File: src/rtl/lc3_mem_ctrl.sv
// LC-3 memory access controller: MMIO device decode plus external req/ack memory with timeout.
// Optional device decode is enabled by defining LC3_MMIO_EN; otherwise every address is external.
module lc3_mem_ctrl #(
    parameter int unsigned TIMEOUT_CYCLES = 255
) (
    input  logic        clk,
    input  logic        reset,
    input  logic [15:0] MAR,
    input  logic [15:0] MDR_in,
    input  logic        memEN,
    input  logic        RW,
    output logic        R,
    output logic [15:0] mem_data,
    output logic [15:0] ext_addr,
    output logic [15:0] ext_wdata,
    output logic        ext_we,
    output logic        ext_req,
    input  logic        ext_ack,
    input  logic [15:0] ext_rdata,
    input  logic [7:0]  kbd_data,
    input  logic        kbd_valid,
    output logic [7:0]  disp_data,
    output logic        disp_valid,
    input  logic        disp_ready,
    output logic        MCR_run,
    output logic        bus_err
);

    typedef enum logic [1:0] {
        ST_IDLE = 2'd0,
        ST_EXT  = 2'd1,
        ST_DONE = 2'd2
    } state_t;

    localparam logic [15:0] TO_LAST = 16'(TIMEOUT_CYCLES - 32'd1);

    localparam logic [15:0] A_KBSR = 16'hFE00;
    localparam logic [15:0] A_KBDR = 16'hFE02;
    localparam logic [15:0] A_DSR  = 16'hFE04;
    localparam logic [15:0] A_DDR  = 16'hFE06;
    localparam logic [15:0] A_MCR  = 16'hFFFE;

    state_t      state_r;
    logic [15:0] cnt_r;
    logic        rw_r;
    logic        is_dev_s;
    logic [15:0] dev_rdata_s;

`ifdef LC3_MMIO_EN
    logic [7:0]  kbd_reg_r;
    logic        kb_rdy_r;
    logic [15:0] mcr_r;
    logic        dev_acc_s;

    // Device decode and read mux, driven straight from MAR so the access completes on the request edge
    always_comb begin
        is_dev_s    = 1'b1;
        dev_rdata_s = 16'h0000;
        case (MAR)
            A_KBSR:  dev_rdata_s = {kb_rdy_r, 15'h0000};
            A_KBDR:  dev_rdata_s = {8'h00, kbd_reg_r};
            A_DSR:   dev_rdata_s = {disp_ready, 15'h0000};
            A_DDR:   dev_rdata_s = 16'h0000;
            A_MCR:   dev_rdata_s = mcr_r;
            default: is_dev_s    = 1'b0;
        endcase
    end

    assign dev_acc_s = (state_r == ST_IDLE) && memEN && is_dev_s;
    assign MCR_run   = mcr_r[15];

    // Device register side effects; a keyboard strobe outranks the KBDR read clearing kb_rdy
    always_ff @(posedge clk or negedge reset) begin
        if (!reset) begin
            kbd_reg_r  <= 8'h00;
            kb_rdy_r   <= 1'b0;
            mcr_r      <= 16'h8000;
            disp_data  <= 8'h00;
            disp_valid <= 1'b0;
        end else begin
            disp_valid <= 1'b0;
            if (dev_acc_s && RW && (MAR == A_DDR)) begin
                disp_data  <= MDR_in[7:0];
                disp_valid <= 1'b1;
            end
            if (dev_acc_s && RW && (MAR == A_MCR)) begin
                mcr_r <= MDR_in;
            end
            if (kbd_valid) begin
                kbd_reg_r <= kbd_data;
                kb_rdy_r  <= 1'b1;
            end else if (dev_acc_s && !RW && (MAR == A_KBDR)) begin
                kb_rdy_r <= 1'b0;
            end
        end
    end
`else
    logic unused_s;

    assign is_dev_s    = 1'b0;
    assign dev_rdata_s = 16'h0000;
    assign disp_data   = 8'h00;
    assign disp_valid  = 1'b0;
    assign MCR_run     = 1'b1;
    assign unused_s    = ^{kbd_data, kbd_valid, disp_ready};
`endif

    // Access sequencer: IDLE captures the request, EXT runs the handshake, DONE presents R for one cycle
    always_ff @(posedge clk or negedge reset) begin
        if (!reset) begin
            state_r   <= ST_IDLE;
            cnt_r     <= 16'h0000;
            rw_r      <= 1'b0;
            R         <= 1'b0;
            mem_data  <= 16'h0000;
            ext_addr  <= 16'h0000;
            ext_wdata <= 16'h0000;
            ext_we    <= 1'b0;
            ext_req   <= 1'b0;
            bus_err   <= 1'b0;
        end else begin
            R <= 1'b0;
            case (state_r)
                ST_IDLE: begin
                    if (memEN) begin
                        ext_addr  <= MAR;
                        ext_wdata <= MDR_in;
                        rw_r      <= RW;
                        if (is_dev_s) begin
                            if (!RW) begin
                                mem_data <= dev_rdata_s;
                            end
                            R       <= 1'b1;
                            state_r <= ST_DONE;
                        end else begin
                            ext_req <= 1'b1;
                            ext_we  <= RW;
                            cnt_r   <= 16'h0000;
                            state_r <= ST_EXT;
                        end
                    end
                end
                ST_EXT: begin
                    if (ext_ack) begin
                        if (!rw_r) begin
                            mem_data <= ext_rdata;
                        end
                        ext_req <= 1'b0;
                        ext_we  <= 1'b0;
                        R       <= 1'b1;
                        state_r <= ST_DONE;
                    end else if (cnt_r == TO_LAST) begin
                        // No ack within the budget: complete anyway with zero data and flag the error
                        mem_data <= 16'h0000;
                        bus_err  <= 1'b1;
                        ext_req  <= 1'b0;
                        ext_we   <= 1'b0;
                        R        <= 1'b1;
                        state_r  <= ST_DONE;
                    end else begin
                        cnt_r <= cnt_r + 16'd1;
                    end
                end
                ST_DONE: begin
                    state_r <= ST_IDLE;
                end
                default: begin
                    ext_req <= 1'b0;
                    ext_we  <= 1'b0;
                    state_r <= ST_IDLE;
                end
            endcase
        end
    end

endmodule

File: config.mk
export PLATFORM = sky130hd
export DESIGN_NAME = lc3_mem_ctrl
export DESIGN_NICKNAME = d
export VERILOG_FILES = /design/src/rtl/lc3_mem_ctrl.sv
export SDC_FILE = /design/constraint.sdc
export NUM_CORES = 1
export LEC_CHECK = 0
export BUFFER_PORTS_ARGS = -buffer_cell sky130_fd_sc_hd__buf_2
export CAP_MARGIN = 20
export CORE_MARGIN = 2
export CORE_UTILIZATION = 45
export DETAILED_ROUTE_END_ITERATION = 8
export PLACE_DENSITY_LB_ADDON = 0.12
export SYNTH_ARGS = -nofsm -noshare
export SYNTH_HDL_FRONTEND = slang
export SYNTH_SLANG_ARGS = --single-unit
File: constraint.sdc
create_clock -name clk -period 3.7 [get_ports clk]
set_clock_uncertainty 0.05 [all_clocks]
set_input_delay 0.74 -clock clk [delete_from_list [all_inputs] [get_ports clk]]
set_output_delay 0.74 -clock clk [all_outputs]
set_load 0.01 [all_outputs]
==> results of run 1 <==
==> worst max-delay path by stage <==
stage / cells past startpoint / end / slack (ps) / startpoint
after CTS: 4 / mem_data[15]$_DFFE_PN0P_ / 1540 / state_r[1]$_DFFE_PN0P_
after detailed placement: 6 / cnt_r[5]$_DFFE_PN0P_ / 1250 / ext_ack
after global routing: 4 / mem_data[15]$_DFFE_PN0P_ / 1400 / state_r[1]$_DFFE_PN0P_
after global placement: 6 / cnt_r[9]$_DFFE_PN0P_ / 1290 / ext_ack
final: 4 / mem_data[15]$_DFFE_PN0P_ / 1570 / state_r[1]$_DFFE_PN0P_
after floorplan: 5 / cnt_r[6]$_DFFE_PN0P_ / 1790 / ext_ack
==> layout by cell type, fill, tap and decap left out, drive strengths merged, types with 2 or more instances in the layout <==
cell type,netlist,final
nand2,108,108
buf,19,107
dfrtp,71,71
o21ai,27,27
nand2b,20,20
a22oi,17,17
a22o,16,16
inv,12,12
clkbuf,14,11
conb,2,10
nor2,10,10
a21oi,7,7
nor4,6,6
nand4,6,6
nand3,5,5
mux2i,5,5
and3,3,3
o21a,3,3
nor3,3,3
a21o,3,3
clkinv,0,3
nor3b,3,3
a31oi,3,3
nor2b,2,2
or3b,2,2
a2bb2oi,2,2
a211o,2,2
o211ai,2,2
or4,2,2
o22a,2,2
ha,2,2
==> report_power, final <==
| part | internal [mW] | switching (mW) | leakage [nW] | total [mW] |
|---|---|---|---|---|
| combinational | 0.490 | 0.602 | 1.18 | 1.09 |
| sequential | 1.04 | 0.242 | 0.871 | 1.29 |
| clock | 0.255 | 0.281 | 0.0850 | 0.536 |
==> sequential cells by signal, indices dropped and copies added (netlist names) <==
name,flops
cnt_r,16
ext_addr,16
ext_wdata,16
mem_data,16
state_r,2
R,1
bus_err,1
ext_req,1
ext_we,1
rw_r,1
==> cells by family after synthesis <==
family,after synthesis,share of synthesized area [%]
simple gates,172,23.6
mux,5,1.39
compound gates,91,18.5
other cells,2,0.209
fa+ha+maj,2,0.696
buf+inv,45,6.20
flops,71,49.4
==> metrics by stage <==
step | std cells | area, um2 | setup WS (ps) | hold WS, ps | utilization [%]
4_1_cts | 586 | 4280 | 1540 | 409 | 55.4
3_5_place_dp | 571 | 4120 | 1250 | 393 | 53.3
3_3_place_gp | 571 | 4120 | 1290 | 390 | 53.3
6_report | 587 | 4290 | 1570 | 408 | 55.6
5_1_grt | 587 | 4290 | 1400 | 434 | 55.6
2_1_floorplan | 396 | 3620 | 1790 | 394 | -
==> final cells by class <==
cell class,instances,area share [%]
clock buffer,11,3.29
sequential,71,41.4
multi-input combinational,280,38.0
clock inverter,4,0.525
timing repair buffer,107,12.8
tap,102,2.97
inverter,12,1.05
==> layer usage <==
metal | GRT usage [%] | vias up | wire, um
met5 | 0 | - | 0
met4 | 6.86 | 0 | 125
met3 | 5.88 | 10 | 585
met2 | 28.4 | 86 | 3600
met1 | 27.4 | 1446 | 3880
li1 | - | 1508 | -
==> critical path, cell delays in order (launching register included) <==
cell	delay, ps
sky130_fd_sc_hd__dfrtp_1	560
sky130_fd_sc_hd__nand2b_1	870
sky130_fd_sc_hd__o21ai_0	230
sky130_fd_sc_hd__a22oi_1	170
sky130_fd_sc_hd__o21ai_0	120
==> flow_summary.ini, run 1 <==
[layout]
area.growth.synth_to_final_pct = 19.5
multi_input_comb_area_um2 = 1630
antenna_cells_inserted = 0
nFillCells = 736
final_layout_size_suffix_gt1_share_pct = 27.6
seq_area_um2 = 1780
final_net_count = 546

[route]
first_iter_violations = 188
drt_wl_total_mm = 8.19
route.antenna.remaining_nets = 0
drt_pre_antenna_iters = 4
drc_errors = 0
avgRoutedWirePerCell_um = 14.0
num_vias = 3050
routed_via_density = 5.20

[global_route]
grt_pass1_wl_mm = 13.4
grtUsageTotal_pct = 19.4
maximum_number_of_pins_on_one_net_before_global_route_repair = 72
grt_ovf = 0
grt_antenna_before_repair = 0
grt_pass1_vias = 2751

[logic_synthesis]
synth_area_um2 = 3590
synth_ff_type = sky130_fd_sc_hd__dfrtp_1
synth.most_common_cell = sky130_fd_sc_hd__nand2_1
netlist_top_cells_area = sky130_fd_sc_hd__dfrtp_1, sky130_fd_sc_hd__nand2_1, sky130_fd_sc_hd__a22o_1
synth_cells = 388
post-synth-top-area-fraction_pct = 49.4
synth_area_leader_cell = sky130_fd_sc_hd__dfrtp_1
synthTopCellsByCount = sky130_fd_sc_hd__nand2_1, sky130_fd_sc_hd__dfrtp_1, sky130_fd_sc_hd__nand2b_1
syn_avg_cell_area_um2 = 9.26
yosysSeqAreaShare_pct = 49.4
ys_warn_count = 0
synth.distinct_cells = 51
postSynth.asyncResetShare_pct = 100
ys_seq_elements = 71
number_of_flops_mapped_to_enable_cells_by_yosys = 0

[setup_path]
worst_r2r_dst = mem_data[15]$_DFFE_PN0P_
timing.critical_path.required_ps = 3850
timing.critical_path.fanout_max = 25
crit_path_start_kind = register
regToRegSetupSlack_ps = 1570
rr_startpoint = state_r[1]$_DFFE_PN0P_
critPathKind = register to register
timing.critical_path.arrival_ps = 2290
cell_count_of_the_worst_reg_to_reg_path = 4
crit_path_end_kind = register

[timing]
fmax_mhz = 469
grt_setup_unrepaired = false
worst_slew_pin_slew_ps = 1060
finalCriticalPeriod_ps = 2130
layout_worst_path_cycle_share_pct = 57.7
hold_viol_final = 0
slew_violations = 0
setup-tns-final_ps = 0
slew_headroom_pct = 29.5
setup_viol = 0

[clocking]
cts_h_tree_depth = 3
cts_buffers = 9
clkSlewWorstSetupHoldPaths_ps = 70
insertion_delay_ps = 340
root_buffer = sky130_fd_sc_hd__clkbuf_8
ctsHoldBuffers = 0
post_cts_resize_count = 0
cts_num_sinks = 71
post_cts.repair.setup_buffers = 0
tritoncts = yes
ctsLongestPathBuffers = 2

[floorplan]
height_of_the_die_um = 93.4
start_util_pct = 46.5
io_pins = 125
area_enclosed_by_the_die_boundary_um2 = 8720
placementRows = 32
core-area_um2 = 7730
floorplan_die_width_um = 93.4

[hold_path]
worst_hold_path_type = register to register
holdPathEnd = bus_err$_DFFE_PN0P_
hp-start = bus_err$_DFFE_PN0P_
hold_depth = 1

[placement]
gpl.final_weighted_congestion = 0.828
dp_hpwl_mm = 5.37
port_buffers = 104

[power_and_ir_drop]
power-per-cell-area_nw_per_um2 = 679
fin_total_pwr_mw = 2.91
worst_ir_drop_vdd_mv = 0.359
power.leakage_nw = 2.13

[run]
maxCapViolCount = 0

[outcome]
status = finished clean
No activity file was read; power rests on OpenSTA's default activity.
==> run 2: changes to the inputs <==
Clock period 3.7 ns to 2 ns, I/O delays scaled along.
==> run 2 against run 1 <==
Net effect:
- total power increased by 94%
- register-to-register slack worse by 1400 ps
- first-iteration DRC count down 40%
- core utilization is 2.4 points higher
- critical endpoint is now ext_req$_DFFE_PN0P_
- largest cell class unchanged
==> flow_summary.ini, run 2 (synthesized netlist as in run 1, its figures left out) <==
[layout]
final_layout_size_suffix_gt1_share_pct = 30.1
most_common_cell_after_layout_fill_and_taps_aside = sky130_fd_sc_hd__nand2_1
postLayoutCoreUtil_pct = 58.0
multi_input_comb_area_um2 = 1640
area.growth.synth_to_final_pct = 24.7
final_net_count = 561
seq_area_um2 = 1780
nFillCells = 714
fin_area_um2 = 4480
final_cell_mix = sky130_fd_sc_hd__nand2_1, sky130_fd_sc_hd__buf_2, sky130_fd_sc_hd__dfrtp_1
antenna_cells_inserted = 0

[clocking]
ctsLongestPathBuffers = 2
insertion_delay_ps = 350
cts_h_tree_depth = 3
cts_buffers = 9
root_buffer = sky130_fd_sc_hd__clkbuf_8
tritoncts = yes
post_cts.repair.setup_buffers = 0
clkSlewWorstSetupHoldPaths_ps = 90
cts_num_sinks = 71

[global_route]
grt_antenna_before_repair = 0
maximum_number_of_pins_on_one_net_before_global_route_repair = 36
grt_ovf = 0
grt_pass1_wl_mm = 14.4
grt_pass1_vias = 2984
grtUsageTotal_pct = 20.8

[route]
drc_errors = 0
route.antenna.remaining_nets = 0
routed_via_density = 5.10
avgRoutedWirePerCell_um = 14.1
num_vias = 3077
drt_wl_total_mm = 8.48
drt_pre_antenna_iters = 4
first_iter_violations = 112

[setup_path]
timing.critical_path.fanout_max = 6
critPathKind = register to register
cell_count_of_the_worst_reg_to_reg_path = 4
crit_path_start_kind = register
timing.critical_path.required_ps = 2190
crit_path_end_kind = register
timing.critical_path.arrival_ps = 2030

[placement]
dp_hpwl_mm = 5.88
placed_cell_area_um2 = 4260
port_buffers = 104
gpl.final_weighted_congestion = 0.817

[floorplan]
placementRows = 32
start_util_pct = 46.5
height_of_the_die_um = 93.4
io_pins = 125
core-area_um2 = 7730
floorplan_die_width_um = 93.4
area_enclosed_by_the_die_boundary_um2 = 8720

[timing]
hold_viol_final = 0
layout_worst_path_cycle_share_pct = 92.2
grt_setup_unrepaired = false
worst_slew_pin_slew_ps = 679
setup_viol = 0
slew_violations = 0
fmax_mhz = 542
slew_headroom_pct = 54.7
setup-tns-final_ps = 0
fin_worst_hold_slack_ps = 181
finalCriticalPeriod_ps = 1840

[outcome]
status = finished clean

[hold_path]
worst_hold_path_type = input port to register
hold_depth = 3

[power_and_ir_drop]
power-per-cell-area_nw_per_um2 = 1260
power.leakage_nw = 2.23
worst_ir_drop_vdd_mv = 0.661

[run]
maxCapViolCount = 0
## run 2: path summary, 6_finish.rpt
| kind | from | to | slack, ps |
|---|---|---|---|
| worst max register to register | cnt_r[10]$_DFFE_PN0P_ | ext_req$_DFFE_PN0P_ | 160 |
| min in group asynchronous | reset | ext_wdata[5]$_DFFE_PN0P_ | 490 |
| max in group asynchronous | reset | mem_data[9]$_DFFE_PN0P_ | 830 |
| worst max-delay path | cnt_r[10]$_DFFE_PN0P_ | ext_req$_DFFE_PN0P_ | 160 |
| worst min register to register | bus_err$_DFFE_PN0P_ | bus_err$_DFFE_PN0P_ | 410 |
| worst min-delay path | MAR[13] | ext_addr[13]$_DFFE_PN0P_ | 180 |
## run 2: timing repair
| action | CTS | global route |
|---|---|---|
| endpoints found under the setup margin | 0 | 16 |
| hold buffers | 1 | 0 |
| hold endpoints to repair | 30 | 0 |
| resized for setup | 0 | 2 |
## run 2: layout make-up
cell class | count | share of cell area (%)
well taps | 102 | 2.85
clock inverters | 6 | 1.51
multi-input cells | 280 | 36.6
flip-flops and latches | 71 | 39.7
clock buffers | 10 | 3.07
repair buffers | 122 | 15.3
inverters | 12 | 1.01
## run 2: routing by layer
metal	GRT usage [%]	vias to the layer above	part of all wire, %
met5	0	-	0
met4	8.09	0	1.8
met3	6.45	13	7.1
met2	30.9	101	44
met1	28.6	1416	47
li1	-	1547	-
## run 2: critical path, stage by stage (launching register included)
cell                      delay, ps
sky130_fd_sc_hd__dfrtp_1        450
sky130_fd_sc_hd__or4_1          610
sky130_fd_sc_hd__nor2_2         240
sky130_fd_sc_hd__a21oi_1        180
sky130_fd_sc_hd__a21o_1         210
## run 2: through the flow
stage          std cells  setup slack (ps)  total power, mW
3_5_place_dp         586              47.5             4.50
3_3_place_gp         586              85.4             4.45
2_1_floorplan        396               340             3.67
5_1_grt              603              7.80             6.11
6_report             603               156             5.67
4_1_cts              603              55.0             5.71
## run 2: report_power, final
group / internal [mW] / leakage (nW) / switching [mW]
clock: 0.614 / 0.0989 / 0.575
combinational: 0.968 / 1.26 / 1.18
sequential: 1.93 / 0.871 / 0.396
total: 3.51 / 2.23 / 2.15
